`src/rtl/template_match_ctrl_pkg.sv`:
```
// Shared definitions for the template-match controller and the matcher:
// wave classification codes, derivative offset and controller FSM states.
package template_match_ctrl_pkg;

    typedef enum logic [1:0] {
        WAVE_TRI = 2'd0,
        WAVE_SQR = 2'd1,
        WAVE_SIN = 2'd2
    } wave_type_e;

    // A flat signal has m_dwave sitting at this value.
    localparam logic [7:0] DWAVE_OFFSET = 8'd128;

    typedef enum logic [2:0] {
        ST_IDLE,
        ST_PRIME,
        ST_RUN,
        ST_DRAIN,
        ST_DONE
    } state_e;

endpackage

```
`src/rtl/template_match_ctrl_if.sv`:
```
// Bundle of the controller's host, sample-buffer and matcher signals.
// The slave modport is the controller; the master modport is its environment.
interface template_match_ctrl_if #(
    parameter int ADDR_W = 8
);
    logic              start;
    logic              abort;
    logic [ADDR_W-1:0] rd_addr;
    logic [7:0]        rd_data;
    logic              m_valid;
    logic [7:0]        m_wave;
    logic [7:0]        m_dwave;
    logic [1:0]        m_type;
    logic              busy;
    logic              type_valid;
    logic [1:0]        wave_type;

    modport master (
        output start, abort, rd_data, m_type,
        input  rd_addr, m_valid, m_wave, m_dwave, busy, type_valid, wave_type
    );

    modport slave (
        input  start, abort, rd_data, m_type,
        output rd_addr, m_valid, m_wave, m_dwave, busy, type_valid, wave_type
    );
endinterface

```
`src/rtl/template_match_ctrl_wave_diff.sv`:
```
// First difference of the sample stream, re-centred on the offset and
// clamped to an unsigned byte. History advances only on accepted samples.
module wave_diff
    import template_match_ctrl_pkg::*;
(
    input  logic       clk,
    input  logic       rst,
    input  logic       en,
    input  logic [7:0] sample,
    input  logic       first,
    output logic [7:0] dwave
);

    logic        [7:0] prev_p0;
    logic signed [9:0] diff;

    function automatic logic [7:0] sat_u8(input logic signed [9:0] v);
        if (v < 10'sd0)
            return 8'd0;
        else if (v > 10'sd255)
            return 8'hFF;
        else
            return v[7:0];
    endfunction

    always_comb begin
        diff  = $signed({2'b00, sample}) - $signed({2'b00, prev_p0})
              + $signed({2'b00, DWAVE_OFFSET});
        dwave = first ? DWAVE_OFFSET : sat_u8(diff);
    end

    // stage p0: previous accepted sample
    always_ff @(posedge clk) begin
        if (rst)
            prev_p0 <= '0;
        else if (en)
            prev_p0 <= sample;
    end

endmodule

```
`src/rtl/template_match_ctrl.sv`:
```
// Frame sequencer: walks the sample buffer and templates with one shared
// address, streams wave/derivative to the matcher, then latches its verdict.
module template_match_ctrl
    import template_match_ctrl_pkg::*;
#(
    parameter int N_SAMPLES  = 256,
    parameter int ADDR_W     = 8,
    parameter int LAT_RESULT = 2
) (
    input logic                 clk,
    input logic                 rst,
    template_match_ctrl_if.slave bus
);

    localparam logic [ADDR_W-1:0] ADDR_LAST  = ADDR_W'(N_SAMPLES - 1);
    localparam logic [ADDR_W:0]   CNT_END    = (ADDR_W + 1)'(N_SAMPLES);
    localparam logic [7:0]        DRAIN_LAST = 8'(LAT_RESULT - 1);

    state_e            state;
    logic [ADDR_W-1:0] rd_addr;
    logic [ADDR_W:0]   cnt;
    logic [7:0]        drain_cnt;
    logic              m_valid;
    logic [7:0]        m_wave;
    logic [7:0]        m_dwave;
    logic              busy;
    logic              type_valid;
    logic [1:0]        wave_type;
    logic [7:0]        dwave_nxt;
    logic              diff_en;
    logic              diff_first;

    // rd_data in RUN belongs to sample cnt; cnt == N_SAMPLES is the pipeline tail.
    assign diff_en    = (state == ST_RUN) && (cnt != CNT_END);
    assign diff_first = (cnt == '0);

    wave_diff u_wave_diff (
        .clk    (clk),
        .rst    (rst),
        .en     (diff_en),
        .sample (bus.rd_data),
        .first  (diff_first),
        .dwave  (dwave_nxt)
    );

    always_ff @(posedge clk) begin
        if (rst) begin
            state      <= ST_IDLE;
            rd_addr    <= '0;
            cnt        <= '0;
            drain_cnt  <= '0;
            m_valid    <= 1'b0;
            m_wave     <= '0;
            m_dwave    <= DWAVE_OFFSET;
            busy       <= 1'b0;
            type_valid <= 1'b0;
            wave_type  <= WAVE_TRI;
        end else if (bus.abort && (state != ST_IDLE)) begin
            state      <= ST_IDLE;
            rd_addr    <= '0;
            m_valid    <= 1'b0;
            busy       <= 1'b0;
            type_valid <= 1'b0;
        end else begin
            case (state)
                ST_IDLE: begin
                    rd_addr    <= '0;
                    m_valid    <= 1'b0;
                    type_valid <= 1'b0;
                    if (bus.start && !bus.abort) begin
                        state <= ST_PRIME;
                        busy  <= 1'b1;
                    end
                end
                ST_PRIME: begin
                    rd_addr <= rd_addr + 1'b1;
                    cnt     <= '0;
                    state   <= ST_RUN;
                end
                ST_RUN: begin
                    if (cnt != CNT_END) begin
                        if (rd_addr != ADDR_LAST)
                            rd_addr <= rd_addr + 1'b1;
                        m_valid <= 1'b1;
                        m_wave  <= bus.rd_data;
                        m_dwave <= dwave_nxt;
                        cnt     <= cnt + 1'b1;
                    end else begin
                        rd_addr   <= '0;
                        m_valid   <= 1'b0;
                        drain_cnt <= '0;
                        state     <= ST_DRAIN;
                    end
                end
                ST_DRAIN: begin
                    if (drain_cnt == DRAIN_LAST) begin
                        wave_type  <= bus.m_type;
                        type_valid <= 1'b1;
                        state      <= ST_DONE;
                    end else begin
                        drain_cnt <= drain_cnt + 1'b1;
                    end
                end
                ST_DONE: begin
                    type_valid <= 1'b0;
                    busy       <= 1'b0;
                    state      <= ST_IDLE;
                end
                default: state <= ST_IDLE;
            endcase
        end
    end

    assign bus.rd_addr    = rd_addr;
    assign bus.m_valid    = m_valid;
    assign bus.m_wave     = m_wave;
    assign bus.m_dwave    = m_dwave;
    assign bus.busy       = busy;
    assign bus.type_valid = type_valid;
    assign bus.wave_type  = wave_type;

endmodule

```
`src/flat_wrapper.sv`:
```
// flat-port wrapper written by rule: the top's interface ports become plain ports
module template_match_ctrl_flat import template_match_ctrl_pkg::*;
#(
    parameter int N_SAMPLES  = 256,
    parameter int ADDR_W     = 8,
    parameter int LAT_RESULT = 2
)
  (clk, rst, bus_start, bus_abort, bus_rd_data, bus_m_type, bus_rd_addr, bus_m_valid, bus_m_wave, bus_m_dwave, bus_busy, bus_type_valid, bus_wave_type);
  template_match_ctrl_if #(.ADDR_W(ADDR_W)) bus_i ();
  input logic clk;
  input logic rst;
  input wire logic [$bits(bus_i.start)-1:0] bus_start;
  input wire logic [$bits(bus_i.abort)-1:0] bus_abort;
  input wire logic [$bits(bus_i.rd_data)-1:0] bus_rd_data;
  input wire logic [$bits(bus_i.m_type)-1:0] bus_m_type;
  output wire logic [$bits(bus_i.rd_addr)-1:0] bus_rd_addr;
  output wire logic [$bits(bus_i.m_valid)-1:0] bus_m_valid;
  output wire logic [$bits(bus_i.m_wave)-1:0] bus_m_wave;
  output wire logic [$bits(bus_i.m_dwave)-1:0] bus_m_dwave;
  output wire logic [$bits(bus_i.busy)-1:0] bus_busy;
  output wire logic [$bits(bus_i.type_valid)-1:0] bus_type_valid;
  output wire logic [$bits(bus_i.wave_type)-1:0] bus_wave_type;
  assign bus_i.start = bus_start;
  assign bus_i.abort = bus_abort;
  assign bus_i.rd_data = bus_rd_data;
  assign bus_i.m_type = bus_m_type;
  assign bus_rd_addr = bus_i.rd_addr;
  assign bus_m_valid = bus_i.m_valid;
  assign bus_m_wave = bus_i.m_wave;
  assign bus_m_dwave = bus_i.m_dwave;
  assign bus_busy = bus_i.busy;
  assign bus_type_valid = bus_i.type_valid;
  assign bus_wave_type = bus_i.wave_type;
  template_match_ctrl #(.N_SAMPLES(N_SAMPLES), .ADDR_W(ADDR_W), .LAT_RESULT(LAT_RESULT)) u_core (.clk(clk), .rst(rst), .bus(bus_i));
endmodule
```
`config.mk`:
```
export PLATFORM = sky130hd
export DESIGN_NAME = template_match_ctrl_flat
export DESIGN_NICKNAME = d
export VERILOG_FILES = /design/src/rtl/template_match_ctrl_pkg.sv /design/src/rtl/template_match_ctrl_if.sv /design/src/rtl/template_match_ctrl_wave_diff.sv /design/src/rtl/template_match_ctrl.sv /design/src/flat_wrapper.sv
export SDC_FILE = /design/constraint.sdc
export NUM_CORES = 1
export LEC_CHECK = 0
export ABC_AREA = 1
export BUFFER_PORTS_ARGS = -buffer_cell sky130_fd_sc_hd__buf_2
export CORE_MARGIN = 2
export CORE_UTILIZATION = 45
export DETAILED_ROUTE_END_ITERATION = 8
export HOLD_SLACK_MARGIN = 0.12
export PLACE_DENSITY = 0.63
export RECOVER_POWER = 25
export SLEW_MARGIN = 20
export SYNTH_ARGS = -nofsm -noshare
export SYNTH_HDL_FRONTEND = slang
export SYNTH_SLANG_ARGS = --single-unit
```
`constraint.sdc`:
```
create_clock -name clk -period 2.7 [get_ports clk]
set_input_delay 0 -clock clk [delete_from_list [all_inputs] [get_ports clk]]
set_output_delay 0 -clock clk [all_outputs]
set_load 0.02 [all_outputs]
```
# Word level (Yosys, flattened, before mapping)

Index checks and enable logic that the tools add are counted.
W data, S select, Z words.

Register bits: 57
Input bits: 14
Output and inout port bits: 29
Logic and storage cells: 76

Add/subtract/negate cells: 5
Order comparisons: 2
Equal/unequal tests: 13
Mux-type cells: 21
Bitwise operators: 1
Reductions and logical operators: 23

Operators by type and width:

| kind                    | number |
|---|---|
| $mux W8                 | 7 |
| $pmux W8 S3             | 1 |
| $pmux W9 S2             | 1 |
| $add A8 B1 Y8 const B   | 2 |
| $pmux W8 S2             | 1 |
| $pmux W3 S4             | 1 |
| $reduce_and A3 Y1       | 4 |
| $add A10 B9 Y10 const B | 1 |
| $gt A10 B9 Y1 const B   | 1 |
| $lt A10 B1 Y1 const B   | 1 |
| $reduce_bool A2 Y1      | 5 |
| $add A9 B1 Y9 const B   | 1 |
| $logic_not A9 Y1        | 1 |
| $mux W3                 | 3 |
| $mux W9                 | 1 |
| $ne A9 B9 Y1 const B    | 1 |
| $sub A8 B8 Y9           | 1 |
| $eq A8 B1 Y1 const B    | 1 |
| $ne A8 B8 Y1 const B    | 1 |
| $eq A3 B2 Y1 const B    | 2 |
| $ne A2 B2 Y1 const B    | 3 |
| $pmux W1 S2             | 3 |
| $reduce_and A2 Y1       | 3 |
| $reduce_bool A3 Y1      | 2 |
| other kinds (11)        | 17 |

# Depth between registers and ports, before layout

Gate-level depths: netlist of the first run.

Word-level depth: 6
Depth in mapped cells: 21
Mapped depth without buffers: 20

# Cells and area by module

Synthesis of the first run repeated with hierarchy kept, for this count alone.

Cell total of the unflattened synthesis: 498
Area, all modules: 3,373.2 um2

By module, submodules not included:

| module              | instances | cells each | area an instance (um2) | sequential area each (um2) |
|---|---|---|---|---|
| template_match_ctrl | 1         | 373        | 2,556.2                | 980.9 |
| wave_diff           | 1         | 125        | 817.0                  | 160.2 |

# Least setup slack after synthesis of the first run

No wires, ideal clock.

Kind: register -> register
From: reg u_core.u_wave_diff.prev_p0[0]
To: reg u_core.m_dwave[7] (netlist: u_core.bus.m_dwave[7])
Arrival: 2.388 ns
Setup slack: 0.254 ns
Cell stages (with the launch flop): 19
Buffers on the path: 1
Cells stage by stage: dfxtp_1 ha_1 fa_1 inv_1 nand2_1 nand2_1 nand3_1 nand2_1 nand2_1 a21oi_1 nor2_1 ha_1 clkbuf_1 or2_2 nand2_1 nand2_1 nand2_1 nand2_1 nand2_1

Word-level cells in the longest chain between the ends: 6
Elaborated cells between the ends (all ways): 7

Ends and longest elaborated chain:

| item                     | RTL line                            | source |
|---|---|---|
| start: declaration       | template_match_ctrl_wave_diff.sv:14 | `logic [7:0] prev_p0;` |
| start signal: assignment | template_match_ctrl_wave_diff.sv:37 | `prev_p0 <= sample;` |
| $sub A8 B8 Y9 *          | template_match_ctrl_wave_diff.sv:27 | `diff = $signed({2'b00, sample}) - $signed({2'b00, prev_p0})` |
| $add A10 B9 Y10 *        | template_match_ctrl_wave_diff.sv:28 | `+ $signed({2'b00, DWAVE_OFFSET});` |
| $gt A10 B9 Y1            | template_match_ctrl_wave_diff.sv:20 | `else if (v > 10'sd255)` |
| $mux W8                  | template_match_ctrl_wave_diff.sv:20 |  |
| $mux W8 *                | template_match_ctrl_wave_diff.sv:18 | `if (v < 10'sd0)` |
| $mux W8 *                | template_match_ctrl_wave_diff.sv:29 | `dwave = first ? DWAVE_OFFSET : sat_u8(diff);` |
| end signal: assignment   | template_match_ctrl.sv:86           | `m_dwave <= dwave_nxt;` |
| end: declaration         | template_match_ctrl.sv:25           | `logic [7:0] m_dwave;` |

Every way passes the cells marked *; elsewhere a longest branch is shown, timed or not.
A chain may end at the register's enable or synchronous reset.

# Worst setup path in the final report of the first run

From: in bus_rd_data[0]
To: reg u_core.m_dwave[7] (netlist: u_core.bus.m_dwave[7])

Word-level cells in the longest chain between the ends: 6
Elaborated cells between the ends (all ways): 7

Ends and longest elaborated chain:

| item               | RTL line                            | source |
|---|---|---|
| start: declaration | flat_wrapper.sv:14                  | `input wire logic [$bits(bus_i.rd_data)-1:0] bus_rd_data;` |
| $sub A8 B8 Y9 *    | template_match_ctrl_wave_diff.sv:27 |  |
| $add A10 B9 Y10 *  | template_match_ctrl_wave_diff.sv:28 |  |
| $gt A10 B9 Y1      | template_match_ctrl_wave_diff.sv:20 |  |
| $mux W8            | template_match_ctrl_wave_diff.sv:20 |  |
| $mux W8 *          | template_match_ctrl_wave_diff.sv:18 |  |
| $mux W8 *          | template_match_ctrl_wave_diff.sv:29 |  |

Marks and branches as above.

==> impl_metrics.env, run 1 <==
export IMPL_number_of_antenna_violations_at_the_first_check_in_global_routing=0
export IMPL_postCtsSetupRepairBufs=0
export IMPL_min_period_over_period=0.942
export IMPL_first_global_vias=2641
export IMPL_initial_utilization=0.460
export IMPL_synth_warnings=0
export IMPL_cts_inserted_buffers=9
export IMPL_worst_vdd_rail_ir_drop_mv=0.402
export IMPL_clock_latency_at_the_later_pin_of_the_worst_skew_pair_ns=0.33
export IMPL_totalNegativeSetupSlack_ns=0
export IMPL_clockBufferDepth=2
export IMPL_mappedNetlistArea_mm2=0.00311
export IMPL_maximum_number_of_pins_on_one_net_before_global_route_repair=24
export IMPL_worstPathCellList="dlygate4sd3_1, buf_2, inv_1, ha_1, fa_1, inv_1, nand2_1, nand2_1, nand3_1, nand2_1, nand2_1, a21oi_2, nor2_1, ha_2, or2_2, nand2_1, nand2_1, nand2_1, nand2_1, nand2_1"
export IMPL_finalHoldViolations=0
export IMPL_finish_net_count=540
export IMPL_num_vias=2942
export IMPL_io_buffers=42
export IMPL_grt_pass1_wl_um=11800
export IMPL_numClockSinks=57
export IMPL_critPathCaptureType="flip-flop"
export IMPL_gp_congestion=0.884
export IMPL_crit_path_top_delay_cell="dlygate4sd3_1"
export IMPL_achievable_frequency_mhz=393
export IMPL_cp_slowest_stage_delay_ns=0.52
export IMPL_worst_case_register_to_register_setup_slack_ns=0.21
export IMPL_critical_path_cell_count=20
export IMPL_max_cap_violations=0
export IMPL_core_mm2=0.00676
export IMPL_detailedPlacementHpwl_um=4970
export IMPL_die_h_um=87.1
export IMPL_cp_common_cell="nand2_1"
export IMPL_sequential_cell_area_fraction_in_the_yosys_report=0.367
export IMPL_route_detailed_drc=0
export IMPL_syn2layout_area_growth_pct=21.4
export IMPL_post_drt_via_cell_ratio=4.94
export IMPL_tritoncts="built"
export IMPL_path_type_of_the_worst_setup_path="input pin to flip-flop"
export IMPL_layout_setup_ws_ns=0.157
export IMPL_htreeDepth=3
export IMPL_whs_endpoint="u_core.bus.wave_type[1]"
export IMPL_drt_pass1_iter_count=4
export IMPL_max_slew_margin=0.625
export IMPL_regToRegEndpoint="u_core.bus.m_dwave[7]"
export IMPL_power_per_cell_area_mw_per_mm2=891
export IMPL_worstRegToRegCells=17
export IMPL_overall_die_width_um=87.1
export IMPL_post_route_cells_drive_above_1_share=0.113
export IMPL_ys_ff_latch=57
export IMPL_synth_nets=478
export IMPL_holdCritPathClass="flip-flop to flip-flop"
export IMPL_report_final_setup_viol=0
export IMPL_final_report_max_slew_violation_count=0
export IMPL_route_antenna_remaining_nets=0
export IMPL_clock_pin_slew_worst_setup_and_hold_paths_ns=0.07
export IMPL_floorplan_io_pins=43
export IMPL_routedWlPerCell_um=11.8
export IMPL_critical_path_top_delay_family="simple AND/OR/NAND/NOR gates"
export IMPL_finClkSkew_ns=0.00498
export IMPL_post_synth_num_cell_types=30
export IMPL_run_status="finished, final reports clean"
export IMPL_worstHoldPathCells=2
export IMPL_power_leakage_nw=1.58
export IMPL_totalPowerFinal_w=0.00336
export IMPL_regToRegStartpoint="u_core.u_wave_diff.prev_p0[0]"
export IMPL_timing_worst_slew_pin_value_ns=0.557
export IMPL_post_synth_inst_count=448
export IMPL_overflow=0
export IMPL_die_outline_area_mm2=0.00759
export IMPL_startpoint_type="input pin"
export IMPL_worstHoldStart="u_core.bus.wave_type[1]"
export IMPL_clockRootBuffer="clkbuf_8"
export IMPL_count_of_routing_violations_after_the_opening_detailed_route_iteration=163
export IMPL_layout_min_cycle_time_ns=2.54
export IMPL_critPathArrivalTime_ns=2.82
export IMPL_worstPathBufferInverterCount=4
export IMPL_fp_row_count=30
export IMPL_route_final_wire_length_um=7040
export IMPL_cp_required_ns=2.98
export IMPL_timing_hold_ws_ns=0.447
export IMPL_place_worst_setup_slack_ns=0.118
export IMPL_global_route_usage_total=0.196
export IMPL_synth_avg_cell_area_um2=6.94
export IMPL_critical_path_peak_fanout=9
export IMPL_insertedDiodeCount=0
[report_power, final]
part / total (W) / internal (W) / switching, W
clock: 0.000989 / 0.000637 / 0.000352
sequential: 0.00101 / 0.000947 / 0.0000682
combinational: 0.00136 / 0.000449 / 0.000911
total: 0.00336 / 0.00203 / 0.00133
[stage by stage]
stage | cell area (um^2) | std cells | util
CTS | 3800 | 595 | 0.562
global placement | 3360 | 560 | 0.498
floorplan | 3110 | 448 | -
finish | 3780 | 595 | 0.559
detailed placement | 3360 | 560 | 0.498
global route | 3780 | 595 | 0.559
[worst reg2reg max path, stage by stage, from the launching register on]
cell	delay, ns
dfxtp_1	0.32
ha_1	0.19
fa_1	0.41
inv_1	0.09
nand2_1	0.05
nand2_1	0.08
nand3_1	0.09
nand2_1	0.07
nand2_1	0.07
a21oi_2	0.15
nor2_1	0.06
ha_2	0.32
or2_2	0.28
nand2_1	0.06
nand2_1	0.04
nand2_1	0.05
nand2_1	0.04
nand2_1	0.06
[kinds of logic (layout without fill, tap and decap cells)]
kind of cell               after synthesis  count (layout)  synth area share
and+or+nand+nor                        203             203             0.293
buffers and inverters                   78             145             0.102
adders and majority gates               16              16            0.0668
xor gates and xnor gates                14              14            0.0394
DFF                                     57              57             0.367
AOI/OAI and AO/OA                       80              80             0.132
[how the worst max path moves through the flow]
| stage | slack, ns | start | end |
|---|---|---|---|
| 3_3_place_gp | 0.20 | u_core.u_wave_diff.prev_p0[0] | u_core.bus.m_dwave[7] |
| 6_report | 0.16 | bus_rd_data[0] | u_core.bus.m_dwave[7] |
| 5_1_grt | -0.007 | bus_rd_data[0] | u_core.bus.m_dwave[7] |
| 2_1_floorplan | 0.25 | u_core.u_wave_diff.prev_p0[0] | u_core.bus.m_dwave[7] |
| 3_5_place_dp | 0.12 | u_core.u_wave_diff.prev_p0[0] | u_core.bus.m_dwave[7] |
| 4_1_cts | 0.07 | bus_rd_data[0] | u_core.bus.m_dwave[7] |
[per-layer routing]
layer	vias to the layer above	routed length (um)	global-route usage
met2	45	3080	0.307
met4	0	104	0.0839
li1	1559	-	-
met1	1329	3660	0.266
met3	9	199	0.0332
met5	-	0	0
[cells in the final DEF, fill, tap and decap left out, types with 2 or more instances in the layout]
cell type / count
xor2_1: 13
nor2_2: 4
a21oi_1: 55
nor2_1: 45
clkbuf_1: 22
bufinv_16: 3
buf_2: 21
or2_2: 3
dlygate4sd3_1: 19
inv_1: 64
nand2_1: 102
o21ai_0: 20
nand4_1: 10
clkbuf_8: 10
dfxtp_1: 57
inv_2: 3
ha_1: 14
nor3_1: 7
nand3_1: 23
nand2_2: 3
nor2_4: 2
[area by class of cell]
class | instances | area [um^2]
clock buffer | 11 | 141
timing repair buffer | 62 | 382
tap | 80 | 100
sequential | 57 | 1140
inverter | 67 | 251
clock inverter | 5 | 103
fill | 685 | 2980
multi-input combinational | 313 | 1660
[state kept, by name, indices dropped and copies added, names as in the netlist]
name	flops
u_core.bus.rd_addr	8
u_core.bus.m_dwave	8
u_core.drain_cnt	8
u_core.bus.m_valid	1
u_core.state	3
u_core.bus.type_valid	1
u_core.cnt	9
u_core.bus.wave_type	2
u_core.bus.busy	1
u_core.u_wave_diff.prev_p0	8
u_core.bus.m_wave	8
[repair_timing]
item / 4_1_cts / 5_1_grt
hold buffers: 19 / 0
endpoints found under the hold margin: 29 / 0
endpoints found under the setup margin: 0 / 6
resized for setup: 0 / 2
[cells in the mapped netlist (all sizes together)]
cell type	n	area [um^2]
a211oi	1	7.51
nand3	24	133
xor2	13	114
buf	5	42.5
dfxtp	57	1140
o211ai	1	7.51
or2	3	18.8
nand3b	1	7.51
inv	67	251
o21ai	21	109
clkbuf	6	22.5
a31oi	1	6.26
nor3	8	51.3
a21oi	56	280
ha	15	188
fa	1	20.0
nand4	10	62.6
xnor2	1	8.76
nor2	52	236
nand2	105	402
Power figures use the tool's default switching activity.
==> run 2: changes to the inputs <==
Settings changed: SYNTH_HIERARCHICAL set to 1.
==> run 2 against run 1 <==
Net effect:
- maximum frequency is 31% higher
- flip-flop and latch count did not move
- hold slack got worse by 0.0050 ns
- sequential power about the same
- power decreased by 11%
- utilization shrank 1.0 points
- die area increased by 8.1%
- clock power is 10% lower
==> impl_metrics.env, run 2 <==
export IMPL_rsz0062_at_grt="no"
export IMPL_num_vias=3182
export IMPL_holdCritPathClass="flip-flop to flip-flop"
export IMPL_mappedNetlistArea_mm2=0.00337
export IMPL_critPathLaunch="bus_rd_data[0]"
export IMPL_finClkSkew_ns=0.0102
export IMPL_clock_latency_at_the_later_pin_of_the_worst_skew_pair_ns=0.33
export IMPL_startpoint_type="input pin"
export IMPL_power_per_cell_area_mw_per_mm2=754
export IMPL_post_synth_num_cell_types=34
export IMPL_wl_met2_um=3660
export IMPL_maximum_number_of_pins_on_one_net_before_global_route_repair=24
export IMPL_critical_path_peak_fanout=7
export IMPL_sequential_cell_area_fraction_in_the_yosys_report=0.338
export IMPL_fin_area_mm2=0.00398
export IMPL_worst_setup_path_endpoint="u_core/bus.m_dwave[6]"
export IMPL_timing_worst_slew_pin_value_ns=0.463
export IMPL_overflow=0
export IMPL_grt_pass1_wl_um=13300
export IMPL_insertedDiodeCount=0
export IMPL_largest_register_ff_count=9
export IMPL_regToRegStartpoint="u_core/u_wave_diff/prev_p0[0]"
export IMPL_run_status="finished, final reports clean"
export IMPL_initial_utilization=0.465
export IMPL_highest_layer="met4"
export IMPL_final_report_max_slew_violation_count=0
export IMPL_layout_min_cycle_time_ns=1.95
export IMPL_dr_wl_met3_um=266
export IMPL_htreeDepth=3
export IMPL_cp_required_ns=2.97
export IMPL_count_of_routing_violations_after_the_opening_detailed_route_iteration=133
export IMPL_clockBufferDepth=2
export IMPL_finish_net_count=586
export IMPL_worst_case_register_to_register_setup_slack_ns=0.80
export IMPL_syn2layout_area_growth_pct=18.0
export IMPL_synth_edff_count=0
export IMPL_finalHoldViolations=0
export IMPL_cts_inserted_buffers=9
export IMPL_synth_most_common_cell="nand2_1"
export IMPL_route_detailed_drc=0
export IMPL_max_cap_violations=0
export IMPL_layout_commonest_cell="nand2_1"
export IMPL_detail_route_wirelength_met1_um=3550
export IMPL_utilization_after_layout=0.549
export IMPL_clockRootBuffer="clkbuf_8"
export IMPL_synth_largest_area_cell="dfxtp_1"
export IMPL_core_mm2=0.00725
export IMPL_postCtsSetupRepairBufs=0
export IMPL_post_route_cells_drive_above_1_share=0.146
export IMPL_clock_pin_slew_worst_setup_and_hold_paths_ns=0.06
export IMPL_achievable_frequency_mhz=514
export IMPL_max_slew_margin=0.691
export IMPL_routedWlPerCell_um=11.6
export IMPL_registers_top_by_ff_count="u_core/cnt"
export IMPL_synthTopCellsByCount="nand2_1 (102), nor2_1 (90), inv_1 (70)"
export IMPL_cts_resized=0
export IMPL_die_h_um=90.6
export IMPL_async_flop_share=0
export IMPL_post_drt_via_cell_ratio=4.83
export IMPL_min_period_over_period=0.721
export IMPL_report_final_setup_viol=0
export IMPL_number_of_antenna_violations_at_the_first_check_in_global_routing=0
export IMPL_route_final_wire_length_um=7620
export IMPL_layout_common_cells="nand2_1 (102), nor2_1 (90), inv_1 (70), dfxtp_1 (57)"
export IMPL_critPathCaptureType="flip-flop"
export IMPL_tritoncts="built"
export IMPL_overall_die_width_um=90.6
export IMPL_ys_ff_latch=57
export IMPL_synth_top_cell_area_share=0.338
export IMPL_regToRegEndpoint="u_core/bus.m_dwave[6]"
export IMPL_drt_pass1_iter_count=4
export IMPL_route_antenna_remaining_nets=0
export IMPL_synth_avg_cell_area_um2=6.77
export IMPL_io_buffers=42
export IMPL_numClockSinks=57
export IMPL_path_type_of_the_worst_setup_path="input pin to flip-flop"
export IMPL_synth_top_flop_cell="dfxtp_1"
export IMPL_post_synth_inst_count=498
export IMPL_timing_hold_ws_ns=0.442
export IMPL_power_leakage_nw=1.83
export IMPL_first_global_vias=3034
export IMPL_gp_congestion=0.857
export IMPL_detailedPlacementHpwl_um=5560
export IMPL_critPathArrivalTime_ns=2.21
export IMPL_worst_vdd_rail_ir_drop_mv=0.357
export IMPL_die_outline_area_mm2=0.00820
export IMPL_totalNegativeSetupSlack_ns=0
export IMPL_global_route_usage_total=0.197
export IMPL_fp_row_count=31
export IMPL_hold_buffers=13
export IMPL_place_detailed_instances=632
export IMPL_instances_no_fill=659
export IMPL_floorplan_io_pins=43
export IMPL_synth_area_leaders="dfxtp_1 (34%), nand2_1 (11%), nor2_1 (10%)"
export IMPL_postPlaceCellArea_mm2=0.00366
export IMPL_synth_warnings=6
export IMPL_synth_nets=527
export IMPL_worstRegToRegCells=13
run 2: cell types whose count changed in the layout (fill, tap and decap cells not counted), moves of 7 or more:
cell	delta
nand3_2	+7
nor2_1	+45
a21oi_1	-29
nand2_2	+7
xor2_1	-9
a211oi_1	+8
run 2: worst min path at each step:
stage,start,endpoint,cells past startpoint
finish,u_core/bus.wave_type[0],u_core/bus.wave_type[0],2
floorplan,rst,u_core/cnt[8],1
detailed placement,bus_m_type[0],u_core/bus.wave_type[0],3
CTS,u_core/bus.wave_type[0],u_core/bus.wave_type[0],2
global placement,bus_rd_data[0],u_core/bus.m_wave[0],3
global route,u_core/bus.wave_type[0],u_core/bus.wave_type[0],2
run 2: final cells by class:
| type | instances | area (um^2) |
|---|---|---|
| clock buffer | 11 | 151 |
| clock inverter | 3 | 65.1 |
| fill | 720 | 3270 |
| inverter | 79 | 310 |
| multi-input combinational | 354 | 1870 |
| sequential | 57 | 1140 |
| tap | 99 | 124 |
| timing repair buffer | 56 | 322 |
run 2: stage by stage:
| stage | power, W | setup slack [ns] |
|---|---|---|
| 5_1_grt | 0.00323 | 0.542 |
| 2_1_floorplan | 0.00188 | 0.981 |
| 4_1_cts | 0.00304 | 0.761 |
| 3_3_place_gp | 0.00212 | 0.823 |
| 6_report | 0.00300 | 0.754 |
| 3_5_place_dp | 0.00212 | 0.803 |
run 2: power by group:
group	total, W	internal [W]	switching (W)
registers	0.00103	0.000947	0.0000813
logic	0.00108	0.000353	0.000730
clock network	0.000889	0.000558	0.000331
run 2: kinds of logic (layout without fill, tap and decap cells):
logic type / Yosys count / count (layout) / share of synthesized area
AOI/OAI and AO/OA: 67 / 67 / 0.112
xor gates and xnor gates: 7 / 7 / 0.0182
adders and majority gates: 15 / 15 / 0.0579
buffers and inverters: 87 / 149 / 0.108
DFF: 57 / 57 / 0.338
and+or+nand+nor: 265 / 265 / 0.365
run 2: critical path, stage by stage:
cell	delay, ns
dlygate4sd3_1	0.52
buf_2	0.11
inv_1	0.06
ha_1	0.21
fa_1	0.40
inv_1	0.07
nand3_1	0.06
nand2_1	0.13
nand2_1	0.08
nand3_2	0.08
nand3_2	0.15
nand2_1	0.09
inv_1	0.04
nor2_2	0.06
nor2_1	0.05
nor2_1	0.09
run 2: metal layers:
metal / track usage / up-vias
li1: - / 1685
met1: 0.239 / 1430
met2: 0.341 / 59
met3: 0.0434 / 8
met4: 0.0718 / 0
met5: 0 / -
